`src/rtl/fnv_pkg.sv`:
```
// fnv_pkg: shared constants and types for the FNV hash stream engine.
//   FNV32_BASIS/FNV32_PRIME, FNV64_BASIS/FNV64_PRIME : standard FNV offset basis and prime.
//   fnv_state_e : engine FSM states (ABSORB, DONE).
//   fnv_basis()/fnv_prime() : pick the 64-bit-wide constant for a digest width.
package fnv_pkg;

   localparam logic [31:0] FNV32_BASIS = 32'h811C_9DC5;
   localparam logic [31:0] FNV32_PRIME = 32'h0100_0193;
   localparam logic [63:0] FNV64_BASIS = 64'hCBF2_9CE4_8422_2325;
   localparam logic [63:0] FNV64_PRIME = 64'h0000_0100_0000_01B3;

   typedef enum logic {
      ABSORB = 1'b0,
      DONE   = 1'b1
   } fnv_state_e;

   // Constants are returned zero-extended to 64 bits; callers truncate to HASH_W.
   function automatic logic [63:0] fnv_basis(input int width);
      return (width == 64) ? FNV64_BASIS : {32'h0, FNV32_BASIS};
   endfunction

   function automatic logic [63:0] fnv_prime(input int width);
      return (width == 64) ? FNV64_PRIME : {32'h0, FNV32_PRIME};
   endfunction

endpackage

```
`src/rtl/fnv_round.sv`:
```
// fnv_round: combinational single-octet FNV step.
//   VARIANT=0 (FNV-1a): hash_next = (hash ^ octet) * PRIME
//   VARIANT=1 (FNV-1) : hash_next = (hash * PRIME) ^ octet
// The product is kept modulo 2^HASH_W; the octet is zero-extended for the xor.
// Ports:
//   hash      in  HASH_W  current hash state
//   octet     in  8       message byte
//   hash_next out HASH_W  hash after absorbing octet
module fnv_round
   import fnv_pkg::*;
#(
   parameter int HASH_W  = 32,
   parameter int VARIANT = 0
) (
   input  logic [HASH_W-1:0] hash,
   input  logic [7:0]        octet,
   output logic [HASH_W-1:0] hash_next
);

   localparam logic [63:0]       PRIME_64 = fnv_prime(HASH_W);
   localparam logic [HASH_W-1:0] PRIME    = PRIME_64[HASH_W-1:0];

   logic [HASH_W-1:0] octet_ext;
   assign octet_ext = {{(HASH_W-8){1'b0}}, octet};

   // Assignment context is HASH_W wide, so the multiply truncates to the modulus.
   generate
      if (VARIANT == 0) begin : g_fnv1a
         assign hash_next = (hash ^ octet_ext) * PRIME;
      end else if (VARIANT == 1) begin : g_fnv1
         assign hash_next = (hash * PRIME) ^ octet_ext;
      end else begin : g_bad_variant
         $error("fnv_round: VARIANT must be 0 or 1");
         assign hash_next = hash;
      end
   endgenerate

endmodule

```
`src/rtl/fnv_hash_stream.sv`:
```
// fnv_hash_stream: byte-streaming FNV-1/FNV-1a hash engine, 32- or 64-bit digest.
// Absorbs one octet per clock over in_valid/in_ready until in_last, then presents
// the digest on out_valid/out_ready and re-seeds to the basis on the handshake.
// Optional feature macro: FNV_BYTE_COUNT_EN adds a saturating byte counter and
// the out_count port; the hash path is identical either way.
// Ports:
//   clk        in   1        clock
//   reset      in   1        synchronous, active-high
//   in_valid   in   1        in_data/in_last valid
//   in_ready   out  1        byte accepted this cycle (ABSORB)
//   in_data    in   8        message octet
//   in_last    in   1        octet ends the message
//   out_valid  out  1        out_hash holds a finished digest (DONE)
//   out_ready  in   1        consumer takes the digest
//   out_hash   out  HASH_W   digest (register output)
//   out_count  out  COUNT_W  message byte count (FNV_BYTE_COUNT_EN only)
module fnv_hash_stream
   import fnv_pkg::*;
#(
   parameter int HASH_W  = 32,
   parameter int VARIANT = 0,
   parameter int COUNT_W = 16
) (
   input  logic              clk,
   input  logic              reset,
   input  logic              in_valid,
   output logic              in_ready,
   input  logic [7:0]        in_data,
   input  logic              in_last,
   output logic              out_valid,
   input  logic              out_ready,
   output logic [HASH_W-1:0] out_hash
`ifdef FNV_BYTE_COUNT_EN
   ,
   output logic [COUNT_W-1:0] out_count
`endif
);

   generate
      if (HASH_W != 32 && HASH_W != 64) begin : g_bad_width
         $error("fnv_hash_stream: HASH_W must be 32 or 64");
      end
      if (COUNT_W < 1) begin : g_bad_count_w
         $error("fnv_hash_stream: COUNT_W must be at least 1");
      end
   endgenerate

   localparam logic [63:0]       BASIS_64 = fnv_basis(HASH_W);
   localparam logic [HASH_W-1:0] BASIS    = BASIS_64[HASH_W-1:0];

   fnv_state_e        state;
   logic [HASH_W-1:0] hash_q;
   logic [HASH_W-1:0] hash_next;
   logic              in_ready_q;
   logic              out_valid_q;

   fnv_round #(
      .HASH_W (HASH_W),
      .VARIANT(VARIANT)
   ) u_round (
      .hash     (hash_q),
      .octet    (in_data),
      .hash_next(hash_next)
   );

   // Handshake flags are registered copies of the state. They are masked while
   // reset is asserted so neither side sees a handshake in the reset cycle,
   // even before the first edge has cleared the registers.
   assign in_ready  = in_ready_q & ~reset;
   assign out_valid = out_valid_q & ~reset;
   assign out_hash  = hash_q;

   always_ff @(posedge clk) begin
      if (reset) begin
         state       <= ABSORB;
         hash_q      <= BASIS;
         in_ready_q  <= 1'b1;
         out_valid_q <= 1'b0;
      end else begin
         case (state)
            ABSORB: begin
               if (in_valid && in_ready_q) begin
                  hash_q <= hash_next;
                  if (in_last) begin
                     state       <= DONE;
                     in_ready_q  <= 1'b0;
                     out_valid_q <= 1'b1;
                  end
               end
            end
            DONE: begin
               // Digest leaves and the engine re-seeds on the same edge.
               if (out_ready) begin
                  state       <= ABSORB;
                  hash_q      <= BASIS;
                  in_ready_q  <= 1'b1;
                  out_valid_q <= 1'b0;
               end
            end
            default: begin
               state       <= ABSORB;
               hash_q      <= BASIS;
               in_ready_q  <= 1'b1;
               out_valid_q <= 1'b0;
            end
         endcase
      end
   end

`ifdef FNV_BYTE_COUNT_EN
   logic [COUNT_W-1:0] count_q;

   // Counts accepts in ABSORB, saturating at all-ones; held through DONE and
   // cleared together with the re-seed.
   always_ff @(posedge clk) begin
      if (reset) begin
         count_q <= '0;
      end else if (state == ABSORB) begin
         if (in_valid && in_ready_q && (count_q != {COUNT_W{1'b1}}))
            count_q <= count_q + 1'b1;
      end else if (out_ready) begin
         count_q <= '0;
      end
   end

   assign out_count = count_q;
`endif

endmodule

```
`config.mk`:
```
export PLATFORM = sky130hd
export DESIGN_NAME = fnv_hash_stream
export DESIGN_NICKNAME = d
export VERILOG_FILES = /design/src/rtl/fnv_pkg.sv /design/src/rtl/fnv_round.sv /design/src/rtl/fnv_hash_stream.sv
export SDC_FILE = /design/constraint.sdc
export NUM_CORES = 1
export LEC_CHECK = 0
export CAP_MARGIN = 20
export CORE_MARGIN = 5
export CORE_UTILIZATION = 35
export CTS_CLUSTER_DIAMETER = 200
export CTS_CLUSTER_SIZE = 40
export DETAILED_ROUTE_END_ITERATION = 16
export SETUP_SLACK_MARGIN = 0.5
export SYNTH_ARGS = -nofsm -noshare
export SYNTH_HDL_FRONTEND = slang
export SYNTH_SLANG_ARGS = --single-unit
```
`constraint.sdc`:
```
create_clock -name clk -period 7.7 [get_ports clk]
set_input_delay 1.54 -clock clk [delete_from_list [all_inputs] [get_ports clk]]
set_output_delay 1.54 -clock clk [all_outputs]
set_load 0.005 [all_outputs]
```
==> impl_metrics.ini <==
[route]
routed_via_density = 4.81
wirelength_microns = 17100
num_vias = 5172
drtIter0Drc = 197
drtAntennaViolNets = 0
drc = 0
wl_per_cell_microns = 15.9
drtPass1Iterations = 5

[layout]
final_nets = 1082
area_growth_pct = 13.8
layout-drive-gt1-share_pct = 3.33
n_fill_cell = 2000
n_antenna_cell = 0
stdcell_area_sq_um = 7930

[sta]
rsz0062_at_grt = false
slew_headroom_pct = 27.5
fin_crit_sh_pct = 89.3
fin_skew_ps = 7.04
period_needed_ps = 6870
slew_violations = 0
fin_setup_tns_ps = 0
tightest_slew_ps = 1080
setup_ws_ps = 826
timing.fmax_mhz = 145
final_hold_viol_count = 0
setup_viol = 0

[global_routing]
track_usage_pct = 15.7
grt_max_degree = 32
grt_pass1_wl_microns = 27900
grt_pass1_vias = 5272
grt-ovfl-total = 0
antenna_found_initial = 0

[clock_tree]
cts_setup_buffers = 0
ctsHoldBuffers = 0
cts-resized-gates = 0
clock_latency_ps = 290
cts-root-buf = clkbuf_16
cts_max_path_buffers = 2
htreeDepth = 2
cts_tree = built
cts_made_buffers = 5
cts.sink_count = 35
clk_pin_slew_worst_paths_ps = 60

[setup_path]
r2r-end = out_hash[30]$_SDFFE_PP0P_
reg2reg_depth = 20
path_max_fanout = 7
crit_path_end_kind = register
crit_type = in -> reg
rrSetupSlack_ps = 2110
cp.required_ps = 7870
cp.arrival_ps = 7040
cp-start-kind = input pin
reg2reg_from = out_hash[7]$_SDFFE_PP1P_

[synth]
postSynthAreaPerCell_sq_um = 9.18
syn-cell-area_sq_um = 6970
ys_warn_count = 0
ys_types = 44
syn_inst = 759
ys_ff_latch = 35
syn-num-nets = 1031
yosysSeqAreaShare_pct = 10.1

[min_path]
hold_path_end = out_valid_q$_SDFFE_PP0P_
hold_class = reg -> reg
hp-start = out_valid_q$_SDFFE_PP0P_
min_delay_path_depth = 2

[die]
die_w_microns = 151
start_util_pct = 35.7
io-pin-count = 47
dieArea_sq_um = 22800
fp.dieH_microns = 151
core-area_sq_um = 19500
num_rows = 51

[place]
dp_hpwl_microns = 14400
place_area_sq_um = 7780
dpl_worst_slack_ps = 455
place.gp.congestion = 0.887
io_buffer_count = 46

[status]
outcome = completed

[flow_run]
cap_violations = 0
-- critical path: stages --
cell	delay (ps)
clkdlybuf4s50_1	410
xnor2_1	250
inv_2	150
ha_1	320
ha_1	300
fa_1	480
ha_1	210
fa_1	470
ha_1	280
inv_1	50
fa_1	520
inv_1	40
ha_1	360
a211oi_1	240
nand2_1	80
a211o_1	310
o22ai_4	300
nor3_2	90
a2111oi_2	330
mux2i_1	240
o21ai_1	70
-- per-layer routing --
metal,global-route usage (%),share of wire (%)
met3,1.26,3.2
met1,22.0,48
met2,26.9,47
met5,0,0
met4,2.22,1.3
-- layout by cell type, fill, tap and decap left out, drive strengths merged, types with 8 or more instances in the layout --
master         count
a211oi             8
a21oi             37
a22oi              8
buf                9
clkdlybuf4s50     46
dfxtp             35
fa                74
ha               185
inv              168
nand2             26
nand2b            10
nand3              9
nor2              43
nor3              10
o21a               9
o21ai             17
o22ai              8
xnor2             28
xor2              25
-- registers in the layout (all words and copies together) (netlist names) --
signal       count
out_valid_q      1
out_hash        32
state            1
in_ready_q       1
-- Yosys cell counts --
| library cell | instances | area share (%) |
|---|---|---|
| a31oi_1 | 3 | 0.27 |
| or3_1 | 3 | 0.27 |
| a21oi_1 | 37 | 2.7 |
| or4b_1 | 1 | 0.14 |
| a211oi_1 | 8 | 0.86 |
| a2111oi_2 | 1 | 0.22 |
| and2_1 | 1 | 0.090 |
| nor4_1 | 1 | 0.090 |
| o22ai_1 | 7 | 0.63 |
| mux2i_1 | 3 | 0.43 |
| a31oi_2 | 1 | 0.18 |
| a21boi_0 | 1 | 0.11 |
| dfxtp_1 | 35 | 10 |
| inv_1 | 167 | 9.0 |
| o21a_1 | 9 | 0.97 |
| xor2_1 | 25 | 3.1 |
| a21o_1 | 6 | 0.65 |
| nand2_1 | 26 | 1.4 |
| o211ai_1 | 5 | 0.54 |
| nand2b_1 | 10 | 0.90 |
| o21ai_0 | 15 | 1.1 |
| o21ai_1 | 2 | 0.14 |
| nand4_1 | 1 | 0.090 |
| a41oi_1 | 1 | 0.13 |
| a211o_1 | 2 | 0.25 |
| fa_1 | 74 | 21 |
| nor3_1 | 8 | 0.57 |
| nand4b_1 | 1 | 0.13 |
| or2_2 | 3 | 0.27 |
| o31ai_2 | 1 | 0.18 |
| ha_1 | 185 | 33 |
| o21bai_1 | 6 | 0.65 |
| nor2_1 | 43 | 2.3 |
| buf_6 | 1 | 0.16 |
| xnor2_1 | 28 | 3.5 |
| and4_1 | 1 | 0.13 |
| a22oi_1 | 8 | 0.86 |
| nor2b_1 | 3 | 0.27 |
| and3_1 | 3 | 0.27 |
| nor3_2 | 2 | 0.29 |
| nand3_1 | 9 | 0.65 |
| a22o_1 | 1 | 0.13 |
| o22ai_4 | 1 | 0.29 |
| clkbuf_1 | 10 | 0.54 |
-- per-stage QoR --
| step | utilization [%] | std cells | hold WS, ps |
|---|---|---|---|
| 3_3_place_gp | 39.8 | 1068 | 477 |
| 3_5_place_dp | 39.8 | 1068 | 489 |
| 6_report | 40.6 | 1076 | 515 |
| 2_1_floorplan | - | 759 | 455 |
| 5_1_grt | 40.6 | 1076 | 529 |
| 4_1_cts | 40.6 | 1076 | 503 |
-- cells by family (layout without fill, tap and decap cells) --
family / count (synthesis) / count (layout) / synth area share, %
multiplexers: 3 / 3 / 0.431
adder cells (fa/ha/maj): 259 / 259 / 54.5
AO/OA/AOI/OAI: 115 / 115 / 10.8
flip-flops: 35 / 35 / 10.1
buffers and inverters: 178 / 230 / 9.70
XOR/XNOR: 53 / 53 / 6.66
AND/OR/NAND/NOR: 116 / 116 / 7.87
-- area by class of cell --
type,instances,area [sq um],area share (%)
clock buffer,5,125,1.58
clock inverter,3,23.8,0.300
inverter,167,627,7.91
multi-input combinational,546,5590,70.5
sequential,35,701,8.84
tap,265,332,4.18
timing repair buffer,55,528,6.66
-- worst max-delay path by stage --
stage / startpoint / endpoint / slack (ps) / cells past startpoint
6_report: in_data[7] / out_hash[30]$_SDFFE_PP0P_ / 830 / 21
5_1_grt: in_data[7] / out_hash[30]$_SDFFE_PP0P_ / 540 / 21
4_1_cts: in_data[7] / out_hash[30]$_SDFFE_PP0P_ / 760 / 21
3_5_place_dp: in_data[7] / out_hash[30]$_SDFFE_PP0P_ / 460 / 21
3_3_place_gp: in_data[7] / out_hash[30]$_SDFFE_PP0P_ / 580 / 21
2_1_floorplan: in_data[7] / out_hash[30]$_SDFFE_PP0P_ / 1290 / 20
Power is not shown: default switching activity piles up to over one toggle a cycle in this logic, so the estimate is an artifact.
